[config.mk]
export PLATFORM = sky130hd
export DESIGN_NAME = ro_sched
export DESIGN_NICKNAME = d
export VERILOG_FILES = /design/src/rtl/ro_pkg.sv /design/src/rtl/ro_latch.sv /design/src/rtl/ro_sched.sv
export SDC_FILE = /design/constraint.sdc
export NUM_CORES = 1
export LEC_CHECK = 0
export CAP_MARGIN = 20
export CORE_ASPECT_RATIO = 2
export CORE_MARGIN = 2
export CORE_UTILIZATION = 36
export CTS_CLUSTER_SIZE = 24
export DETAILED_ROUTE_END_ITERATION = 8
export GPL_TIMING_DRIVEN = 0
export SYNTH_ARGS = -nofsm -noshare
export SYNTH_HDL_FRONTEND = slang
export SYNTH_SLANG_ARGS = --single-unit
[constraint.sdc]
create_clock -name clk_master -period 2.05 [get_ports clk_master]
set_input_delay 0.615 -clock clk_master [delete_from_list [all_inputs] [get_ports clk_master]]
set_output_delay 0.615 -clock clk_master [all_outputs]
set_load 0.05 [all_outputs]
[src/rtl/ro_pkg.sv]
// Shared helpers for the cochlea readout scheduler: width math, Gray encoding
// and the slot decode that maps a binary count to the channel it serves.
package ro_pkg;

   localparam int EVE     = 0;
   localparam int POL_EVE = 1;

   function automatic int clog2(input int v);
      int r;
      r = 0;
      for (int i = 0; i < 31; i++) begin
         if ((1 << i) < v) r = i + 1;
      end
      return r;
   endfunction

   function automatic int ch_w(input int cnt_w);
      return (clog2(cnt_w) < 1) ? 1 : clog2(cnt_w);
   endfunction

   function automatic logic [31:0] gray_of(input logic [31:0] bin);
      return bin ^ (bin >> 1);
   endfunction

   // Lowest set bit of (c+1) mod 2^cnt_w; a wrap to zero belongs to the top channel.
   function automatic int slot_of(input logic [31:0] c, input int cnt_w);
      logic [31:0] mask;
      logic [31:0] n;
      int          s;
      mask = (cnt_w >= 32) ? '1 : ((32'd1 << cnt_w) - 32'd1);
      n    = (c + 32'd1) & mask;
      s    = cnt_w - 1;
      for (int i = 31; i >= 0; i--) begin
         if (n[i]) s = i;
      end
      return s;
   endfunction

endpackage

[src/rtl/ro_latch.sv]
// Per-channel event holder: accumulates event bits between readout slots and
// flags a collision when a bit fires again while it is still pending.
module ro_latch
   import ro_pkg::*;
#(
   parameter int W = 2
) (
   input  logic         clk,
   input  logic         rst,
   input  logic [W-1:0] in_ev,
   input  logic         clr,
   output logic [W-1:0] pend,
   output logic         ovf
);

   always_ff @(posedge clk or posedge rst) begin
      if (rst) begin
         pend <= '0;
         ovf  <= 1'b0;
      end else if (clr) begin
         // The served word already carries this cycle's in_ev, so nothing is kept.
         pend <= '0;
         ovf  <= 1'b0;
      end else begin
         pend <= pend | in_ev;
         ovf  <= ovf | (|(pend & in_ev));
      end
   end

endmodule

[src/rtl/ro_sched.sv]
// Time-slotted readout multiplexer: a free-running Gray count assigns each
// channel its own slot, and the served channel's word goes out on a registered bus.
module ro_sched
   import ro_pkg::*;
#(
   parameter int N_CH   = 4,
   parameter int W      = 2,
   parameter int CNT_W  = 4,
   parameter int STICKY = 1
) (
   input  logic                     clk_master,
   input  logic                     rst,
   input  logic                     en,
   input  logic [N_CH*W-1:0]        in_ev,
   output logic [CNT_W-1:0]         gray,
   output logic                     ro_valid,
   output logic [ch_w(CNT_W)-1:0]   ro_ch,
   output logic [W-1:0]             ro_data,
   output logic                     ro_ovf,
   output logic                     frame
);

   localparam int CH_W = ch_w(CNT_W);

   logic [CNT_W-1:0] c;
   logic [CNT_W-1:0] c_next;
   int               slot;
   logic             slot_hit;
   logic [W-1:0]     sel_data;
   logic             sel_ovf;
   logic [N_CH-1:0]  clr;
   logic [W-1:0]     pend [N_CH];
   logic [N_CH-1:0]  ovf;

   always_comb begin
      c_next   = c + 1'b1;
      slot     = slot_of(32'(c), CNT_W);
      slot_hit = (slot < N_CH);
   end

   genvar gi;
   generate
      for (gi = 0; gi < N_CH; gi++) begin : g_ch
         assign clr[gi] = en && (slot == gi);
         if (STICKY != 0) begin : g_sticky
            ro_latch #(.W(W)) u_latch (
               .clk   (clk_master),
               .rst   (rst),
               .in_ev (in_ev[gi*W +: W]),
               .clr   (clr[gi]),
               .pend  (pend[gi]),
               .ovf   (ovf[gi])
            );
         end else begin : g_plain
            assign pend[gi] = '0;
            assign ovf[gi]  = 1'b0;
         end
      end
   endgenerate

   always_comb begin
      sel_data = '0;
      sel_ovf  = 1'b0;
      for (int k = 0; k < N_CH; k++) begin
         if (slot == k) begin
            sel_data = pend[k] | in_ev[k*W +: W];
            sel_ovf  = ovf[k];
         end
      end
   end

   // ro_ch and ro_data keep their last word; the pulse outputs drop each cycle.
   always_ff @(posedge clk_master or posedge rst) begin
      if (rst) begin
         c        <= '0;
         gray     <= '0;
         ro_valid <= 1'b0;
         ro_ch    <= '0;
         ro_data  <= '0;
         ro_ovf   <= 1'b0;
         frame    <= 1'b0;
      end else begin
         ro_valid <= 1'b0;
         ro_ovf   <= 1'b0;
         frame    <= 1'b0;
         if (en) begin
            c     <= c_next;
            gray  <= CNT_W'(gray_of(32'(c_next)));
            frame <= (c == '1);
            if (slot_hit) begin
               ro_valid <= 1'b1;
               ro_ch    <= CH_W'(slot);
               ro_data  <= sel_data;
               ro_ovf   <= sel_ovf;
            end
         end
      end
   end

endmodule

==> summary.md, run 1 <==
| Metric | Value |
|---|---|
| Worst Hold Class | `register to register` |
| I/O Buffers | `21` |
| Final setup TNS | `0 ps` |
| RSZ-0062 raised after global routing | `true` |
| Slowest CP cell | `clkdlybuf4s50_1` |
| Seq/Total Area, Yosys | `55.3%` |
| Maximum VDD drop | `1.15 mV` |
| Routed WL per cell | `15.0 µm` |
| PD cells | `1720 mW/mm²` |
| Hold endpoint | `gray[2]$_DFFE_PP0P_` |
| # diodes | `0` |
| Starting DRT DRC Count | `2` |
| Synthesized cell area | `0.00118 mm²` |
| Netlist cell types | `28` |
| CTS Buffer Depth | `2` |
| Placed Cells | `156` |
| Placer congestion estimate | `0.771` |
| RR Endpoint | `ro_data[1]$_DFFE_PP0P_` |
| Share of synthesized registers carrying an async set or reset | `100%` |
| # rows | `29` |
| Initial antenna violation count | `0` |
| Data required time of the critical path | `1430 ps` |
| Die H | `84.8 µm` |
| Vias per inst | `5.17` |
| H-Tree Depth | `1` |
| CTS tree | `done` |
| Final wirelength | `2500 µm` |
| Buffers and inverters on the worst path | `1` |
| Area grow syn2layout | `36.7%` |
| Top Family by Delay on Critical Path | `buffers and inverters` |
| Critical R2R Launch | `c[0]$_DFFE_PP0P_` |
| First-pass GRT wire length | `4220 µm` |
| Global Route Usage Sum | `15.0%` |
| Root Driver | `clkbuf_8` |
| GRT overflow | `0` |
| Initial core utilization | `37.3%` |
| P_leak | `0.694 nW` |
| Min cycle time layout | `2010 ps` |
| Hold Path Cell Cnt | `1` |
| Syn Area/Cell | `11.3 µm²` |
| Detail Route Antenna Nets | `0` |
| # DRC | `0` |
| Status | `finished, final reports clean` |
| Max_cap viols | `0` |
| Fill count | `285` |
| # IOs | `22` |
| Post-route insts no fill | `166` |
| Max Clk Rate | `498 MHz` |
| Share of layout cells above drive strength 1 | `19.3%` |
| Post-synth EDFFs | `0` |
| CP Capture Type | `output port` |
| CP startpoint kind | `register` |
| R2R setup slack | `50 ps` |
| TritonRoute pass-1 iters | `4` |
| Crit share post-route | `98.0%` |
| DP HPWL | `1750 µm` |
| Core ar. | `0.00316 mm²` |
| Crit-path cells | `clkdlybuf4s50_1` |
| CTS Sinks | `26` |
| WP data arrival | `1390 ps` |
| Worst slew pin tran | `504 ps` |
| TritonCTS Buffers | `3` |
| Vias in the first global route | `945` |
| R2R cell count | `6` |
| Dominant synthesized flop cell | `dfrtp_1` |
| Largest net degree at the start of global routing | `27` |
| Hold Crit Start | `gray[2]$_DFFE_PP0P_` |
| Synthesis warning total | `0` |
| Crit path largest cell delay | `790 ps` |
| Die area | `0.00377 mm²` |
| Setup Skew | `2.22 ps` |
| Syn nets | `119` |
| Final setup fails | `0` |
| Vias | `859` |
| Slew Limit Fails | `0` |
| Crit-path max FO | `1` |
| Normalized max-slew margin | `66.3%` |
| CTS clk-pin slew, worst paths | `80 ps` |
| Final hold viol count | `0` |
| Syn Inst Count | `104` |
| Width of the chip | `44.4 µm` |
| Logic depth of the worst path, buffers included | `1` |
| CP Class | `register to output port` |
| Fin nets | `151` |
| FF+latch count, synth | `26` |
| Clock Latency Late Sink | `270 ps` |
worst max path at each step:
stage / start / endpoint / slack (ps)
final: ro_valid$_DFF_PP0_ / ro_valid / 40
after global routing: c[0]$_DFFE_PP0P_ / ro_data[1]$_DFFE_PP0P_ / -20
after CTS: ro_ch[1]$_DFFE_PP0P_ / ro_ch[1] / 2
after detailed placement: en / ro_data[0]$_DFFE_PP0P_ / -260
after global placement: en / ro_data[0]$_DFFE_PP0P_ / -260
after floorplan: c[0]$_DFFE_PP0P_ / ro_data[1]$_DFFE_PP0P_ / 100
metal layers:
layer / global-route usage (%) / part of all wire [%] / up-vias / routed length, µm
li1: - / - / 423 / -
met1: 16.6 / 39 / 416 / 969
met2: 25.9 / 56 / 15 / 1400
met3: 2.34 / 2.2 / 5 / 56
met4: 8.54 / 2.8 / 0 / 69
met5: 0 / 0 / - / 0
power by group:
part | switching (mW) | internal [mW] | leakage (nW) | total [mW]
Sequential | 0.175 | 0.739 | 0.285 | 0.914
Combinational | 0.833 | 0.689 | 0.380 | 1.52
Clock | 0.158 | 0.172 | 0.0288 | 0.330
Total | 1.17 | 1.60 | 0.694 | 2.77
metrics by stage:
step / setup WS [ps] / hold slack [ps] / cell area, µm² / total power [mW] / util (%)
4_1_cts: 1.84 / 517 / 1500 / 2.65 / 47.5
3_5_place_dp: -260 / 493 / 1430 / 2.27 / 45.1
3_3_place_gp: -263 / 493 / 1430 / 2.24 / 45.1
6_report: 41.2 / 505 / 1610 / 2.77 / 50.9
5_1_grt: -19.4 / 537 / 1610 / 2.97 / 50.9
2_1_floorplan: 101 / 468 / 1180 / 1.90 / -
layout by cell type (no fill, tap or decap), types with 3 or more instances in the layout:
cell type / n
o21ai_0: 3
nor2_1: 24
buf_4: 6
dfrtp_1: 25
xnor2_1: 5
a21oi_1: 5
clkdlybuf4s50_1: 12
dlygate4sd2_1: 5
dlymetal6s2s_1: 4
inv_1: 4
a221oi_1: 5
clkbuf_8: 4
repair_timing:
item,in CTS,in global routing
setup buffers,1,4
pin swaps,2,2
setup endpoints to repair,7,11
resized for setup,11,10
cloned,0,0
hold buffers,0,0
cells by family (layout without fill, tap and decap cells):
logic type / Yosys count / count (layout) / share of synthesized area (%)
buffers and inverters: 9 / 40 / 4.47
muxes: 4 / 4 / 3.62
adders and majority gates: 4 / 4 / 4.26
AOI/OAI and AO/OA: 19 / 19 / 12.0
xor gates and xnor gates: 7 / 7 / 5.21
DFF: 26 / 26 / 55.3
and+or+nand+nor: 35 / 35 / 15.1
sequential cells by signal (all words and copies together), names as in the netlist:
name                        cells
ro_ch                           2
ro_data                         2
ro_valid                        1
gray                            4
c                               3
frame                           1
g_ch.g_sticky.u_latch.ovf       4
ro_ovf                          1
g_ch.g_sticky.u_latch.pend      8
cell type report:
type / count / area [µm²] / share of cell area (%)
plain buffers: 5 / 38.8 / 2.41
clock buffers: 4 / 55.1 / 3.42
inverters: 4 / 15.0 / 0.934
multi-input cells: 69 / 529 / 32.9
flip-flops and latches: 26 / 652 / 40.5
well taps: 31 / 38.8 / 2.41
repair buffers: 27 / 279 / 17.4
synthesized netlist by cell type (2+ instances only):
library cell / count / share of area [%]
mux2_2: 2 / 1.9
buf_6: 2 / 1.9
a21oi_1: 5 / 2.1
xor2_1: 2 / 1.5
xnor2_1: 5 / 3.7
inv_1: 4 / 1.3
or4b_1: 2 / 1.7
nor2b_1: 2 / 1.1
o311ai_0: 2 / 1.5
nand2_1: 2 / 0.64
a221oi_1: 5 / 3.7
mux2i_1: 2 / 1.7
dfrtp_1: 26 / 55
o21ai_0: 3 / 1.3
ha_1: 4 / 4.3
nor2_1: 24 / 7.7
Note: power is estimated with default switching activity, not from simulation.
==> run 2, diff against run 1 <==
--- a/config.mk
+++ b/config.mk
@@ -9,6 +9,7 @@
 export CORE_ASPECT_RATIO = 2
 export CORE_MARGIN = 2
 export CORE_UTILIZATION = 36
+export CTS_CLUSTER_DIAMETER = 30
 export CTS_CLUSTER_SIZE = 24
 export DETAILED_ROUTE_END_ITERATION = 8
 export GPL_TIMING_DRIVEN = 0
==> results of run 2 <==
Same layout as run 1: the final DEF is identical, and so are final timing and power.
